===== config.mk =====
export PLATFORM = sky130hd
export DESIGN_NAME = vec_strided_lsu_flat
export DESIGN_NICKNAME = d
export VERILOG_FILES = /design/src/rtl/vec_strided_lsu_if.sv /design/src/rtl/vec_strided_lsu.sv /design/src/flat_wrapper.sv
export SDC_FILE = /design/constraint.sdc
export NUM_CORES = 1
export LEC_CHECK = 0
export CELL_PAD_IN_SITES_DETAIL_PLACEMENT = 1
export CELL_PAD_IN_SITES_GLOBAL_PLACEMENT = 1
export CORE_MARGIN = 5
export CORE_UTILIZATION = 30
export CTS_CLUSTER_SIZE = 16
export DETAILED_ROUTE_END_ITERATION = 7
export PLACE_DENSITY = 0.73
export SLEW_MARGIN = 20
export SYNTH_ARGS = -nofsm -noshare
export SYNTH_HDL_FRONTEND = slang
export SYNTH_SLANG_ARGS = --single-unit
export TNS_END_PERCENT = 20

===== constraint.sdc =====
create_clock -name clk -period 11.8 [get_ports clk]
set_input_delay 1.18 -clock clk [delete_from_list [all_inputs] [get_ports clk]]
set_output_delay 1.18 -clock clk [all_outputs]
set_load 0.02 [all_outputs]

===== src/rtl/vec_strided_lsu_if.sv =====
// vec_strided_lsu_if: single-port word-memory request/response bus
//   mem_valid  request valid (master -> slave)
//   mem_ready  one-cycle response pulse (slave -> master)
//   mem_addr   word-aligned byte address
//   mem_wdata  lane-shifted store data
//   mem_wstrb  byte strobes, 0 for loads
//   mem_rdata  load data, valid with mem_ready
interface vec_strided_lsu_if;
    logic        mem_valid;
    logic        mem_ready;
    logic [31:0] mem_addr;
    logic [31:0] mem_wdata;
    logic [3:0]  mem_wstrb;
    logic [31:0] mem_rdata;
    modport master (output mem_valid, mem_addr, mem_wdata, mem_wstrb, input mem_ready, mem_rdata);
    modport slave  (input mem_valid, mem_addr, mem_wdata, mem_wstrb, output mem_ready, mem_rdata);
endinterface


===== src/rtl/vec_strided_lsu.sv =====
// vec_strided_lsu: strided vector load/store engine driving a single-port word memory
//   clk, reset           clock, async active-high reset
//   start, is_store      launch pulse and direction (sampled on start)
//   base_addr, stride    element 0 byte address and signed byte stride
//   vl, sew              element count and element width (00=8b, 01=16b, 10=32b)
//   busy, done, err      operation in flight, completion pulse, sticky error
//   elem_we/widx/wdata   register-file element write (loads)
//   elem_ridx/rdata      register-file element read (stores)
//   mem                  memory bus master
module vec_strided_lsu #(
    parameter int IDX_W  = 5,
    parameter int ADDR_W = 32
) (
    input  logic              clk,
    input  logic              reset,
    input  logic              start,
    input  logic              is_store,
    input  logic [ADDR_W-1:0] base_addr,
    input  logic [ADDR_W-1:0] stride,
    input  logic [IDX_W-1:0]  vl,
    input  logic [1:0]        sew,
    output logic              busy,
    output logic              done,
    output logic              err,
    output logic              elem_we,
    output logic [IDX_W-1:0]  elem_widx,
    output logic [31:0]       elem_wdata,
    output logic [IDX_W-1:0]  elem_ridx,
    input  logic [31:0]       elem_rdata,
    vec_strided_lsu_if.master mem
);
    typedef enum logic [2:0] {IDLE, CHK, RD, REQ, GAP, FIN} state_t;
    state_t state, nxt;
    logic              st;
    logic [ADDR_W-1:0] stride_r, cur;
    logic [IDX_W-1:0]  vl_r, k;
    logic [1:0]        sew_r;
    logic [31:0]       wdata_r, mask;
    logic [3:0]        wstrb_r, bmask;
    logic [4:0]        sh;
    logic              bad, ack;
    assign sh    = {cur[1:0], 3'b000};
    assign mask  = sew_r == 2'd0 ? 32'h0000_00ff : sew_r == 2'd1 ? 32'h0000_ffff : 32'hffff_ffff;
    assign bmask = sew_r == 2'd0 ? 4'b0001 : sew_r == 2'd1 ? 4'b0011 : 4'b1111;
    // illegal width or an element that is not naturally aligned within its word
    assign bad   = sew_r == 2'd3 || (sew_r == 2'd1 && cur[0]) || (sew_r == 2'd2 && cur[1:0] != 2'd0);
    assign ack   = state == REQ && mem.mem_ready;
    assign busy  = state inside {CHK, RD, REQ, GAP};
    assign done  = state == FIN;
    assign elem_ridx     = k;
    assign mem.mem_valid = state == REQ;
    assign mem.mem_addr  = {cur[31:2], 2'b00};
    assign mem.mem_wdata = wdata_r;
    assign mem.mem_wstrb = wstrb_r;
    always_ff @(posedge clk or posedge reset)
        if (reset) state <= IDLE;
        else state <= nxt;
    always_comb begin
        nxt = state;
        case (state)
            IDLE: nxt = start ? CHK : IDLE;
            CHK:  nxt = (vl_r == '0 || bad) ? FIN : st ? RD : REQ;
            RD:   nxt = REQ;
            REQ:  nxt = mem.mem_ready ? GAP : REQ;
            GAP:  nxt = k == vl_r ? FIN : CHK;
            FIN:  nxt = IDLE;
            default: nxt = IDLE;
        endcase
    end
    always_ff @(posedge clk or posedge reset)
        if (reset) begin
            st         <= 1'b0;
            stride_r   <= '0;
            cur        <= '0;
            vl_r       <= '0;
            k          <= '0;
            sew_r      <= 2'd0;
            err        <= 1'b0;
            wdata_r    <= '0;
            wstrb_r    <= '0;
            elem_we    <= 1'b0;
            elem_widx  <= '0;
            elem_wdata <= '0;
        end else begin
            elem_we <= ack && !st;
            if (state == IDLE && start) begin
                st       <= is_store;
                stride_r <= stride;
                vl_r     <= vl;
                sew_r    <= sew;
                cur      <= base_addr;
                k        <= '0;
                err      <= 1'b0;
                wstrb_r  <= '0;
            end
            if (state == CHK && vl_r != '0 && bad)
                err <= 1'b1;
            if (state == RD) begin
                wdata_r <= (elem_rdata & mask) << sh;
                wstrb_r <= bmask << cur[1:0];
            end
            if (ack) begin
                k        <= k + 1'b1;
                cur      <= cur + stride_r;
                wstrb_r  <= '0;
                if (!st) begin
                    elem_widx  <= k;
                    elem_wdata <= (mem.mem_rdata >> sh) & mask;
                end
            end
        end
endmodule


===== src/flat_wrapper.sv =====
// flat-port wrapper written by rule: the top's interface ports become plain ports
module vec_strided_lsu_flat 
#(
    parameter int IDX_W  = 5,
    parameter int ADDR_W = 32
)
  (clk, reset, start, is_store, base_addr, stride, vl, sew, busy, done, err, elem_we, elem_widx, elem_wdata, elem_ridx, elem_rdata, mem_mem_valid, mem_mem_addr, mem_mem_wdata, mem_mem_wstrb, mem_mem_ready, mem_mem_rdata);
  vec_strided_lsu_if mem_i ();
  input  logic clk;
  input  logic reset;
  input  logic start;
  input  logic is_store;
  input  logic [ADDR_W-1:0] base_addr;
  input  logic [ADDR_W-1:0] stride;
  input  logic [IDX_W-1:0] vl;
  input  logic [1:0] sew;
  output logic busy;
  output logic done;
  output logic err;
  output logic elem_we;
  output logic [IDX_W-1:0] elem_widx;
  output logic [31:0] elem_wdata;
  output logic [IDX_W-1:0] elem_ridx;
  input  logic [31:0] elem_rdata;
  output wire logic [$bits(mem_i.mem_valid)-1:0] mem_mem_valid;
  output wire logic [$bits(mem_i.mem_addr)-1:0] mem_mem_addr;
  output wire logic [$bits(mem_i.mem_wdata)-1:0] mem_mem_wdata;
  output wire logic [$bits(mem_i.mem_wstrb)-1:0] mem_mem_wstrb;
  input wire logic [$bits(mem_i.mem_ready)-1:0] mem_mem_ready;
  input wire logic [$bits(mem_i.mem_rdata)-1:0] mem_mem_rdata;
  assign mem_mem_valid = mem_i.mem_valid;
  assign mem_mem_addr = mem_i.mem_addr;
  assign mem_mem_wdata = mem_i.mem_wdata;
  assign mem_mem_wstrb = mem_i.mem_wstrb;
  assign mem_i.mem_ready = mem_mem_ready;
  assign mem_i.mem_rdata = mem_mem_rdata;
  vec_strided_lsu #(.IDX_W(IDX_W), .ADDR_W(ADDR_W)) u_core (.clk(clk), .reset(reset), .start(start), .is_store(is_store), .base_addr(base_addr), .stride(stride), .vl(vl), .sew(sew), .busy(busy), .done(done), .err(err), .elem_we(elem_we), .elem_widx(elem_widx), .elem_wdata(elem_wdata), .elem_ridx(elem_ridx), .elem_rdata(elem_rdata), .mem(mem_i));
endmodule

==> metrics.md <==
| Metric | Value |
|---|---|
| GR Layer Usage met2 | `0.302` |
| Slew HR | `0.379` |
| Worst vdd ir | `about 0.09 mV` |
| Final Slew Violations | `0` |
| Synthesis Warnings | `0` |
| WL per Instance | `19.2 um` |
| Peak fanout along the critical path | `38` |
| Distinct cells, synth | `68` |
| CTS tree | `done` |
| PwrDens | `slightly below 300 mW/mm^2` |
| Ant diodes | `0` |
| Clock buffer count from CTS | `17` |
| # hold bufs at CTS | `0` |
| Final Setup Violations | `0` |
| RePlAce Congestion | `around 0.82` |
| Synth area leaders | `dfrtp_1, nand2_1, ha_1` |
| Die Area | `about 0.034 sq mm` |
| Final Hold Violating Endpoints | `0` |
| Max clock buf depth | `2` |
| Crit-path cells | `clkdlybuf4s50_1, and3_2, nand2b_1, buf_4, inv_1, and2_1, a22o_1` |
| Largest net degree at the start of global routing | `between 80 and 90` |
| Syn avg cell area | `8.57 sq um` |
| CP arrival | `around 3.9 ns` |
| Post-synth EDFFs | `0` |
| Seq/Total Area, Yosys | `0.427` |
| Syn Inst Count | `about 1.1k` |
| Clk_lat worst skew | `around 0.42 ns` |
| Slowest cell on crit path | `inv_1` |
| Initial Util | `0.305` |
| Nets | `1422` |
| Root Driver | `clkbuf_16` |
| Total power | `3.63 mW` |
| Routed Wire Length | `approximately 32000 um` |
| Antenna violations before repair | `0` |
| Post-CTS Setup Bufs | `0` |
| Hold slack | `between 0.4 and 0.5 ns` |
| Yosys top cell by area | `dfrtp_1` |
| Status | `complete, no violations` |
| Sw Share | `0.466` |
| # IOs | `255` |
| Sequential share of power | `0.264` |
| Fmax | `approximately 0.29 GHz` |
| Die Ht | `approximately 180 um` |
| GR peak layer | `met2` |
| Core area | `between 0.02 and 0.03 sq mm` |
| Measured slew at the worst slew-check pin | `roughly 0.93 ns` |
| Async SR Flop Fraction | `1.00` |
| Met1 Resource Use GR | `0.259` |
| Share of cells above drive strength 1 | `0.0571` |
| Max-cap violations | `0` |
| Min Tclk post-route | `roughly 3.5 ns` |
| Resized Gates After CTS | `0` |
| Via/cell ratio | `5.10` |
| Cell Rows | `63` |
| Comb pwr share | `0.585` |
| Number of buffers added on ports | `between 200 and 300` |
| Crit Path Class | `in -> reg` |
| Critical Path RT | `around 12 ns` |
| CTS H-tree lvls | `4` |
| Area share of the largest cell type after synthesis | `0.427` |
| CP endpoint kind | `flip-flop` |
| Vias in the first global route | `roughly 9k` |
| Initial DRC count | `slightly below 500` |
| HP Class | `reg -> reg` |
| Global-route wire length before repair | `around 50000 um` |
| Fin worst setup slack | `8.31 ns` |
| Synth Flop Type | `dfrtp_1` |
| Yosys reg bits | `~160` |
| Grt ovf | `0` |
| GR Util met3 | `0.0293` |
| Die Width | `184 um` |
| Crit-path leading delay family | `buffers and inverters` |
| Clock power frac | `0.151` |
| NetSw | `between 1.5 and 2 mW` |
| Total negative slack | `0 ns` |
| Most common cell in the netlist | `nand2_1` |
| Post-Syn Area | `0.00908 sq mm` |
| DRC | `0` |
| Final period util | `0.296` |
| Internal | `1.94 mW` |
| All-Layer GR Usage | `0.185` |
| Worst Path Buf+Inv | `3` |
| LEAKAGE | `between 5 and 6 nW` |
| Startpoint Class | `primary input` |
| Most frequent cells after synthesis | `nand2_1, dfrtp_1, a21oi_1` |
| Worst path max stage delay | `0.62 ns` |
| Clock sinks | `around 160` |
| 1st-pass router iterations | `4` |
| # placed instances | `1620` |
| Clk slew on worst S/H paths | `approximately 0.08 ns` |
| Dpl ws | `7.83 ns` |
| Dpl hpwl | `around 23000 um` |
| Clk_skew | `0.0109 ns` |
| RSZ-0062 raised after global routing | `false` |
| Antenna-violating nets left | `0` |
| Area Growth Syn to Fin | `34.7%` |
| Fin cells | `roughly 1.7k` |
| Via count | `around 8.4k` |
logic make-up (layout without fill, tap and decap cells):
kind of cell,Yosys count,in the layout,synth area share
AND/OR/NAND/NOR,418,418,0.194
AO/OA/AOI/OAI,269,269,0.191
flip-flops,155,155,0.427
buffers and inverters,112,314,0.0659
multiplexers,41,41,0.0463
adder cells (fa/ha/maj),33,33,0.0463
XOR/XNOR,30,30,0.0289
other,1,2,0.000413
metrics by stage:
step	util	instance area (sq um)
after global placement	0.391	11700
after detailed placement	0.391	11700
after global routing	0.410	12200
after floorplan	-	9080
after CTS	0.410	12200
final	0.410	12200
area by class of cell:
| cell class | instances | area (sq um) |
|---|---|---|
| Tap cell | 390 | 488 |
| Clock buffer | 17 | 425 |
| Fill cell | 3472 | 17600 |
| Inverter | 21 | 83.8 |
| Timing Repair Buffer | 261 | 2590 |
| Clock inverter | 15 | 145 |
| Multi-Input combinational cell | 793 | 4610 |
| Sequential cell | 155 | 3880 |
cells in the final DEF, fill, tap and decap left out, types with 9 or more instances in the layout:
master,instances
nand2_1,276
clkdlybuf4s50_1,252
xnor2_1,19
inv_1,19
ha_1,32
o21ai_1,12
nor2b_1,12
nand3_1,28
clkbuf_16,17
o21ai_0,59
a211oi_1,12
a22oi_1,10
a22o_1,10
nand4_1,9
mux2i_1,33
a21o_1,9
nor2_1,53
a31oi_1,16
o21a_1,11
dfrtp_1,154
xor2_1,11
o31ai_1,9
a21oi_1,74
power groups by stage:
| stage | registers [mW] | logic (mW) | clock network (mW) |
|---|---|---|---|
| final | 0.958 | 2.12 | 0.547 |
| after global routing | 0.994 | 2.34 | 0.585 |
| after CTS | 0.963 | 2.14 | 0.562 |
| after detailed placement | 0.972 | 2.13 | 0 |
| after global placement | 0.965 | 2.09 | 0 |
| after floorplan | 1.04 | 1.37 | 0 |
final timing paths:
| path | slack, ns | depth (start not counted) | endpoint | from |
|---|---|---|---|---|
| setup reg to reg | 8.43 | 11 | u_core.cur[28] | u_core.cur[0] |
| min in group asynchronous | 1.27 | 2 | u_core.mem.mem_wdata[5] | reset |
| hold / removal | 0.47 | 2 | u_core.elem_wdata[24] | u_core.elem_wdata[24] |
| max in group asynchronous | 9.34 | 3 | u_core.cur[28] | reset |
| hold reg to reg | 0.47 | 2 | u_core.elem_wdata[24] | u_core.elem_wdata[24] |
| setup / recovery | 8.31 | 7 | u_core.elem_wdata[9] | mem_mem_ready |
state kept, by name, indices dropped and copies added (netlist names):
register / cells
u_core.mem.mem_wstrb: 4
u_core.sew_r: 2
u_core.elem_wdata: 32
u_core.state: 3
u_core.elem_ridx: 5
u_core.cur: 32
u_core.vl_r: 5
u_core.err: 1
u_core.st: 1
u_core.elem_widx: 5
u_core.mem.mem_wdata: 32
u_core.stride_r: 32
u_core.elem_we: 1
tightest hold or removal path: stages (launching register included):
cell	delay [ns]
dfrtp_1	0.34
nand2_1	0.05
nand2_1	0.05
per-layer routing:
| metal | part of all wire | up-vias |
|---|---|---|
| met5 | 0 | - |
| met4 | 0.013 | 0 |
| met1 | 0.47 | 4141 |
| met3 | 0.054 | 28 |
| met2 | 0.46 | 241 |
| li1 | - | 4021 |
Power figures use the tool's default switching activity.
